--- src/rtl/led_pkg.sv ---
`default_nettype none
// +--------------------------------------------------------------------+
// | led_pkg : command codes, scan states and default timing shared by  |
// |           the LED indicator blocks.                                |
// | Rev 1.0                                                            |
// +--------------------------------------------------------------------+
package led_pkg;

    localparam logic [1:0] CMD_STOP      = 2'b00;
    localparam logic [1:0] CMD_RUN_FWD   = 2'b01;
    localparam logic [1:0] CMD_RUN_PP    = 2'b10;
    localparam logic [1:0] CMD_BLINK_ALL = 2'b11;

    localparam int unsigned LED_PERIOD_DEF   = 2_000_000;
    localparam int unsigned LED_ON_START_DEF = 500_000;
    localparam int unsigned LED_ON_END_DEF   = 1_000_000;

    typedef enum logic [1:0] {
        ST_IDLE  = 2'd0,
        ST_FWD   = 2'd1,
        ST_PP    = 2'd2,
        ST_BLINK = 2'd3
    } led_state_e;

    function automatic led_state_e code2state(input logic [1:0] code);
        case (code)
            CMD_RUN_FWD:   return ST_FWD;
            CMD_RUN_PP:    return ST_PP;
            CMD_BLINK_ALL: return ST_BLINK;
            default:       return ST_IDLE;
        endcase
    endfunction

endpackage
`default_nettype wire

--- src/rtl/led_period_timer.sv ---
`default_nettype none
// +--------------------------------------------------------------------+
// | led_period_timer : free-running period counter with boundary flag  |
// |                    and a registered on-window flag.                |
// | Rev 1.0                                                            |
// +--------------------------------------------------------------------+
module led_period_timer #(
    parameter int unsigned PERIOD   = 2_000_000,
    parameter int unsigned ON_START = 500_000,
    parameter int unsigned ON_END   = 1_000_000,
    parameter int unsigned CW       = 21
) (
    input  logic CLK,
    input  logic RSTn,
    input  logic En_i,
    input  logic Clr_i,
    output logic Boundary_o,
    output logic Win_o
);

    localparam logic [CW-1:0] C_PERIOD   = CW'(PERIOD);
    localparam logic [CW-1:0] C_ON_START = CW'(ON_START);
    localparam logic [CW-1:0] C_ON_END   = CW'(ON_END);

    logic [CW-1:0] cnt_q, cnt_d;
    logic          win_q, win_d;

    assign Boundary_o = En_i && (cnt_q == C_PERIOD);
    assign Win_o      = win_q;

    always_comb begin
        cnt_d = cnt_q;
        if (Clr_i)
            cnt_d = '0;
        else if (En_i)
            cnt_d = (cnt_q == C_PERIOD) ? '0 : cnt_q + 1'b1;
        // Window flag lags the count by one cycle; forced low while stopped.
        win_d = En_i && !Clr_i && (cnt_q >= C_ON_START) && (cnt_q < C_ON_END);
    end

    always_ff @(posedge CLK or negedge RSTn) begin
        if (!RSTn) begin
            cnt_q <= '0;
            win_q <= 1'b0;
        end else begin
            cnt_q <= cnt_d;
            win_q <= win_d;
        end
    end

endmodule
`default_nettype wire

--- src/rtl/led_scan_ctrl.sv ---
`default_nettype none
// +--------------------------------------------------------------------+
// | led_scan_ctrl : shares one on-window across N_LED outputs using     |
// |                 forward, ping-pong or all-blink scanning.          |
// | Rev 1.0                                                            |
// +--------------------------------------------------------------------+
module led_scan_ctrl
    import led_pkg::*;
#(
    parameter int unsigned N_LED        = 4,
    parameter int unsigned PERIOD       = LED_PERIOD_DEF,
    parameter int unsigned ON_START     = LED_ON_START_DEF,
    parameter int unsigned ON_END       = LED_ON_END_DEF,
    parameter int unsigned STEP_PERIODS = 4,
    parameter int unsigned CW           = 21,
    localparam int unsigned IW = (N_LED > 1) ? $clog2(N_LED) : 1
) (
    input  logic             CLK,
    input  logic             RSTn,
    input  logic             Cmd_Valid,
    input  logic [1:0]       Cmd_Code,
    output logic             Cmd_Ready,
    output logic [N_LED-1:0] LED_Out,
    output logic [IW-1:0]    Active_Idx,
    output logic             Busy,
    output logic             Step_Done
);

    localparam int unsigned RW = (STEP_PERIODS > 1) ? $clog2(STEP_PERIODS) : 1;
    localparam logic [IW-1:0] C_IDX_LAST = IW'(N_LED - 1);
    localparam logic [RW-1:0] C_REP_LAST = RW'(STEP_PERIODS - 1);

    led_state_e    state_q, state_d;
    logic [RW-1:0] rep_q, rep_d;
    logic [IW-1:0] idx_q, idx_d;
    logic          dir_q, dir_d;
    logic          pend_q, pend_d;
    logic [1:0]    pcode_q, pcode_d;
    logic          step_q, step_d;
    logic          busy_q;
    logic          w_accept, w_boundary, w_win;

    led_period_timer #(
        .PERIOD   (PERIOD),
        .ON_START (ON_START),
        .ON_END   (ON_END),
        .CW       (CW)
    ) u_timer (
        .CLK        (CLK),
        .RSTn       (RSTn),
        .En_i       (state_q != ST_IDLE),
        .Clr_i      (state_q == ST_IDLE),
        .Boundary_o (w_boundary),
        .Win_o      (w_win)
    );

    assign Cmd_Ready  = !pend_q;
    assign w_accept   = Cmd_Valid && !pend_q;
    assign Active_Idx = idx_q;
    assign Busy       = busy_q;
    assign Step_Done  = step_q;

    always_comb begin
        state_d = state_q;
        rep_d   = rep_q;
        idx_d   = idx_q;
        dir_d   = dir_q;
        pend_d  = pend_q;
        pcode_d = pcode_q;
        step_d  = 1'b0;
        if (state_q == ST_IDLE) begin
            rep_d = '0;
            idx_d = '0;
            dir_d = 1'b1;
            if (w_accept && (Cmd_Code != CMD_STOP))
                state_d = code2state(Cmd_Code);
        end else begin
            if (w_boundary) begin
                if (pend_q) begin
                    state_d = code2state(pcode_q);
                    rep_d   = '0;
                    idx_d   = '0;
                    dir_d   = 1'b1;
                    pend_d  = 1'b0;
                end else if (rep_q != C_REP_LAST) begin
                    rep_d = rep_q + 1'b1;
                end else begin
                    rep_d  = '0;
                    step_d = 1'b1;
                    case (state_q)
                        ST_FWD: idx_d = (idx_q == C_IDX_LAST) ? '0 : idx_q + 1'b1;
                        ST_PP: begin
                            // Ends are visited once: turn around without repeating them.
                            if (N_LED == 1) begin
                                idx_d = '0;
                            end else if (dir_q) begin
                                if (idx_q == C_IDX_LAST) begin
                                    idx_d = idx_q - 1'b1;
                                    dir_d = 1'b0;
                                end else begin
                                    idx_d = idx_q + 1'b1;
                                end
                            end else begin
                                if (idx_q == '0) begin
                                    idx_d = idx_q + 1'b1;
                                    dir_d = 1'b1;
                                end else begin
                                    idx_d = idx_q - 1'b1;
                                end
                            end
                        end
                        default: idx_d = idx_q;
                    endcase
                end
            end
            // Only reachable with nothing pending, so a boundary-cycle command waits a full period.
            if (w_accept) begin
                pend_d  = 1'b1;
                pcode_d = Cmd_Code;
            end
        end
    end

    always_comb begin
        LED_Out = '0;
        for (int i = 0; i < N_LED; i++) begin
            LED_Out[i] = w_win && ((state_q == ST_BLINK) ||
                         (((state_q == ST_FWD) || (state_q == ST_PP)) && (idx_q == IW'(i))));
        end
    end

    always_ff @(posedge CLK or negedge RSTn) begin
        if (!RSTn) begin
            state_q <= ST_IDLE;
            rep_q   <= '0;
            idx_q   <= '0;
            dir_q   <= 1'b1;
            pend_q  <= 1'b0;
            pcode_q <= CMD_STOP;
            step_q  <= 1'b0;
            busy_q  <= 1'b0;
        end else begin
            state_q <= state_d;
            rep_q   <= rep_d;
            idx_q   <= idx_d;
            dir_q   <= dir_d;
            pend_q  <= pend_d;
            pcode_q <= pcode_d;
            step_q  <= step_d;
            busy_q  <= (state_d != ST_IDLE);
        end
    end

endmodule
`default_nettype wire

--- config.mk ---
export PLATFORM = sky130hd
export DESIGN_NAME = led_scan_ctrl
export DESIGN_NICKNAME = d
export VERILOG_FILES = /design/src/rtl/led_pkg.sv /design/src/rtl/led_period_timer.sv /design/src/rtl/led_scan_ctrl.sv
export SDC_FILE = /design/constraint.sdc
export NUM_CORES = 1
export LEC_CHECK = 0
export CORE_ASPECT_RATIO = 0.9
export CORE_MARGIN = 5
export CORE_UTILIZATION = 65
export DETAILED_ROUTE_END_ITERATION = 7
export DONT_BUFFER_PORTS = 1
export PLACE_DENSITY = 0.8
export SLEW_MARGIN = 15
export SYNTH_ARGS = -nofsm -noshare
export SYNTH_HDL_FRONTEND = slang
export SYNTH_SLANG_ARGS = --single-unit
--- constraint.sdc ---
create_clock -name CLK -period 3.9 [get_ports CLK]
set_input_delay 0.39 -clock CLK [delete_from_list [all_inputs] [get_ports CLK]]
set_output_delay 0.39 -clock CLK [all_outputs]
set_load 0.005 [all_outputs]
Word level (Yosys, flattened, before mapping)
Cells that the tools add are included.
Word-level totals
  register bits: 34
  bits in latches: 0
  memory bits (writable): 0
  ROM bits: 0
  input port bits: 5
  output and inout bits: 9
  word-level logic and storage cells: 103
  memories kept: 0
Cells by class
  add/subtract/negate cells: 4
  $mul: 0
  divide/modulo/power cells: 0
  order comparisons: 2
  eq/ne operators: 15
  shift operators: 0
  multiplexer cells: 36
  bitwise logic cells: 1
  reductions and logical operators: 35
Operator list (number)
  2-to-1 mux 21 bit: 3
  2-to-1 mux 2 bit: 16
  adder 21 x 1 -> 21 bit (second input constant): 1
  equality test 21 bit (second input constant): 1
  greater-or-equal comparator 21 x 19 -> 1 bit (second input constant): 1
  < comparator 21 x 20 -> 1 bit (second input constant): 1
  equality test 2 bit (second input constant): 8
  logical AND 1 bit: 14
  2-to-1 mux 1 bit: 14
  case mux 2 bit (3 select lines): 2
  nonzero test 2 bit: 6
  equality test 2 x 1 -> 1 bit (second input constant): 4
  AND reduction 3 bit: 2
  logical OR 1 bit: 5
  adder 2 x 1 -> 2 bit (second input constant): 2
  logical NOT 2 bit: 2
  case mux 2 bit (2 select lines): 1
  AND reduction 2 bit: 2
  nonzero test 4 bit: 1
  != test 3 x 2 -> 1 bit (second input constant): 1
  nonzero test 3 bit: 1
  logical NOT 1 bit: 2
  != test 2 bit (second input constant): 1
  subtractor 2 x 1 -> 2 bit (second input constant): 1
  NOT 1 bit: 1

Longest topological paths before layout
  word-level depth: 8
  gate-level depth with buffers: 8
  gate-level depth less buffers: 7

Cells and area by module
A second synthesis with hierarchy kept.
Second synthesis, totals
  cell total of the unflattened synthesis: 256
  area, all modules: 2253.4 um2
Modules (own cells, without submodules)
  led_period_timer: instances 1, cells each 173, area an instance 1462.7 um2, seq. area each 550.5 um2
  led_scan_ctrl: instances 1, cells each 83, area an instance 790.8 um2, seq. area each 301.5 um2

Worst setup path before layout
Ideal clock, no wire load.
  path type: reg2reg
  start: register u_timer.cnt_q[5]
  end: register idx_q[0] (netlist: Active_Idx[0])
  library setup time: 0.077 ns
  arrival: 1.750 ns
  required time: 3.823 ns
  slack: 2.073 ns
  cell stages (with the launch flop): 7
  buffers on the path: 1
  period minus slack after synthesis: 1.827 ns
  cell sequence: dfrtp_1 > nor4_2 > and4_4 > nand2_2 > buf_6 > or4_1 > a21oi_1
Between the ends
  cells in the longest elaborated chain, start to end: 4
RTL lines
  start, declared: line led_period_timer.sv:25  | logic [CW-1:0] cnt_q, cnt_d;
  start signal, assigned: line led_period_timer.sv:46  | cnt_q <= cnt_d;
  equality test 21 bit: line led_period_timer.sv:28  | assign Boundary_o = En_i && (cnt_q == C_PERIOD);
  logical AND 1 bit: line led_period_timer.sv:28
  nonzero test 2 bit (no line)
  AND reduction 3 bit (no line)
  end signal, assigned: line led_scan_ctrl.sv:145  | idx_q <= idx_d;
  end, declared: line led_scan_ctrl.sv:35  | logic [IW-1:0] idx_q, idx_d;
No other way between the ends.
A chain may end at the register's enable or synchronous reset.

Final worst setup path
  start: register u_timer.cnt_q[6]
  end: register busy_q (netlist: Busy)
Between the ends
  cells in the longest elaborated chain, start to end: 5
RTL lines
  equality test 21 bit: line led_period_timer.sv:28
  logical AND 1 bit: line led_period_timer.sv:28
  2-to-1 mux 2 bit: line led_scan_ctrl.sv:78  | if (w_boundary) begin
  2-to-1 mux 2 bit: line led_scan_ctrl.sv:71  | if (state_q == ST_IDLE) begin
  nonzero test 2 bit: line led_scan_ctrl.sv:150  | busy_q <= (state_d != ST_IDLE);
  end signal, assigned: line led_scan_ctrl.sv:150
  end, declared: line led_scan_ctrl.sv:40  | logic busy_q;
No other way between the ends.

==> results.tsv <==
metric	value	unit
syn_area_per_cell	9.40	um2
worst_r2r_path_depth	5	
slowest_stage	dfrtp_1	
drtAntennaViolNets	0	
synth_xor_area_share	6.65	%
antenna_found_initial	0	
p_switching	0.132	mW
first_pass_iters	4	
crit_end	Busy$_DFF_PN0_	
gr-total-overflow	0	
synth_top_area_cell	dfrtp_1	
die_w	68.1	um
place_congestion	0.810	
netlist_instances	210	
ios	14	
synth_edf_count	0	
cap_violations	0	
syn-cell-area	1970	um2
die_h	62.3	um
syn_to_final_growth	5.96	%
power.internal	0.442	mW
cts_resized	0	
r2r-end	Busy$_DFF_PN0_	
grt_usage	21.1	%
startpoint_type	register	
yosysTopAreaCellShare	41.8	%
fin_skew	14.5	ps
synth-adder-area-share	7.60	%
clock_latency	350	ps
final_common_cell	dfrtp_1	
numCtsBuffers	5	
nets	230	
synthMuxAreaShare	1.14	%
setup_viol	0	
drc	0	
timing.rr.start	u_timer.cnt_q[6]$_DFF_PN0_	
synth_compound_gate_area_share	11.7	%
hp-class	input port to register	
ctsHoldBuffers	2	
rsz0062_at_grt	no	
synth_cell_types	43	
status	finished, final reports clean	
synth_top_family_by_area	simple AND/OR/NAND/NOR gates	
crit_start	u_timer.cnt_q[6]$_DFF_PN0_	
clk_pin_slew_worst_paths	110	ps
maxSlewHeadroom	70.0	%
finalWorstSetupSlack	1920	ps
clk_path_buf_depth	2	
wl_per_cell	15.6	um
clock-sinks	34	
crit_arrival	2230	ps
num_vias	1551	
final.period_utilization	50.8	%
htreeDepth	2	
fin_crit	1980	ps
drt_iter0_markers	124	
rows	19	
start_util	65.9	%
core-area	3000	um2
crit_fanout	7	
synth_ff_type	dfrtp_1	
cp-end-kind	register	
crit_type	register to register	
worst_pin_slew	444	ps
grt_start_max_net_pins	35	
n_fill_cell	230	
drive_gt1_share	10.7	%
synth_simple_gate_area_share	26.0	%
cp.required	4150	ps
powerDensity	274	nW/um2
crit_family	compound AO/OA/AOI/OAI gates	
yosysWarnings	0	
synth_seq_area_share	43.2	%
seq_power_share	61.5	%
final_cell_mix	dfrtp_1, nor2_1, nand2_1	
syn_nets	227	
fmax	0.505	GHz
wl	3.99	mm
r2r_slack	1920	ps
hold_viol_final	0	
cp_num_cells	5	
die-area	4240	um2
n_antenna_cell	0	
path_cells	nor4_2 > nand4_1 > o311ai_0 > o41ai_1 > a211o_1	
cts_tree	done	
final-max-slew-violation-count	0	
portBuffers	0	
post-place-ws	1940	ps
dp.final_hpwl	2.83	mm
pwr-share-comb	1.7	%
irDropWorstVdd	0.201	mV
max_stage_delay	480	ps
avgViaCountPerCell	6.06	
root_buffer	clkbuf_4	
crit_buf_inv	0	
synth-async-reset-ratio	100	%
grt_pass1_vias	1486	
synth_seq_cells	34	
cts_setup_buffers	0	
grt_pass1_wl	6.78	mm
p_leak	0.923	nW
swShare	22.9	%
p_clk_share	36.8	%
setup-tns-final	0	ps
synth.area.top_cells	dfrtp_1, ha_1, xnor2_1	
[kinds of logic (layout without fill, tap and decap cells)]
logic type	after synthesis	in the layout
buffers and inverters	17	21
multiplexers	2	2
AO/OA/AOI/OAI	39	39
AND/OR/NAND/NOR	91	91
flip-flops	34	34
XOR/XNOR	15	15
adder cells (fa/ha/maj)	12	12
[worst min-delay path by stage]
stage                                  endpoint  cells past startpoint  slack, ps         from
floorplan             Active_Idx[0]$_DFFE_PN0P_                      0         90         RSTn
global placement    u_timer.cnt_q[17]$_DFF_PN0_                      0        100         RSTn
detailed placement  u_timer.cnt_q[17]$_DFF_PN0_                      0        100         RSTn
CTS                      pcode_q[1]$_DFFE_PN0P_                      1        170  Cmd_Code[1]
global route             pcode_q[1]$_DFFE_PN0P_                      1        160  Cmd_Code[1]
finish                   pcode_q[1]$_DFFE_PN0P_                      1        180  Cmd_Code[1]
[flip-flops by register name, indices dropped and copies added, names as in the netlist]
register	cells
Active_Idx	2
Busy	1
Step_Done	1
dir_q	1
pcode_q	2
pend_q	1
rep_q	2
state_q	2
u_timer.Win_o	1
u_timer.cnt_q	21
[synth_stat cells (all sizes together), types with 2 or more instances]
cell	n
dfrtp	33
nor2	20
nand2	17
a21oi	14
ha	12
o21ai	12
inv	10
nand3	9
xnor2	9
and3	8
xor2	6
nand4	5
nor3	5
and4	4
clkbuf	4
nor2b	4
nor4	4
or3	4
buf	3
o31ai	3
or4	3
a31oi	2
mux2	2
nand2b	2
o41ai	2
[power by group through the flow]
| stage | Clock (mW) | Combinational [mW] | Sequential, mW |
|---|---|---|---|
| final | 0.211 | 0.00976 | 0.352 |
| after global routing | 0.235 | 0.0117 | 0.353 |
| after CTS | 0.218 | 0.0101 | 0.352 |
| after detailed placement | 0 | 0.0000386 | 0.359 |
| after global placement | 0 | 0.0000386 | 0.359 |
| after floorplan | 0 | 0.0000387 | 0.359 |
[final cells by class]
cell class	instances	area [um2]	share of cell area, %
repair buffers	3	37.5	1.79
flip-flops and latches	34	852	40.7
inverters	10	37.5	1.79
well taps	42	52.6	2.51
clock inverters	2	12.5	0.598
clock buffers	6	51.3	2.45
multi-input cells	159	1050	50.1
[per-layer routing]
metal	GRT usage [%]	wire, um	vias to the layer above
met2	31.5	1850	45
li1	-	-	756
met4	7.94	64	0
met5	0	0	-
met3	5.95	279	5
met1	28.7	1790	745
[per-stage QoR]
stage | util [%] | hold WS, ps | area, um2 | power [mW] | instances
6_report | 69.8 | 184 | 2090 | 0.573 | 256
2_1_floorplan | - | 94.4 | 1970 | 0.359 | 210
3_5_place_dp | 66.7 | 95.3 | 2000 | 0.359 | 246
3_3_place_gp | 66.7 | 95.5 | 2000 | 0.359 | 246
4_1_cts | 69.8 | 171 | 2090 | 0.581 | 256
5_1_grt | 69.8 | 155 | 2090 | 0.599 | 256
No activity file was read; power rests on OpenSTA's default activity.
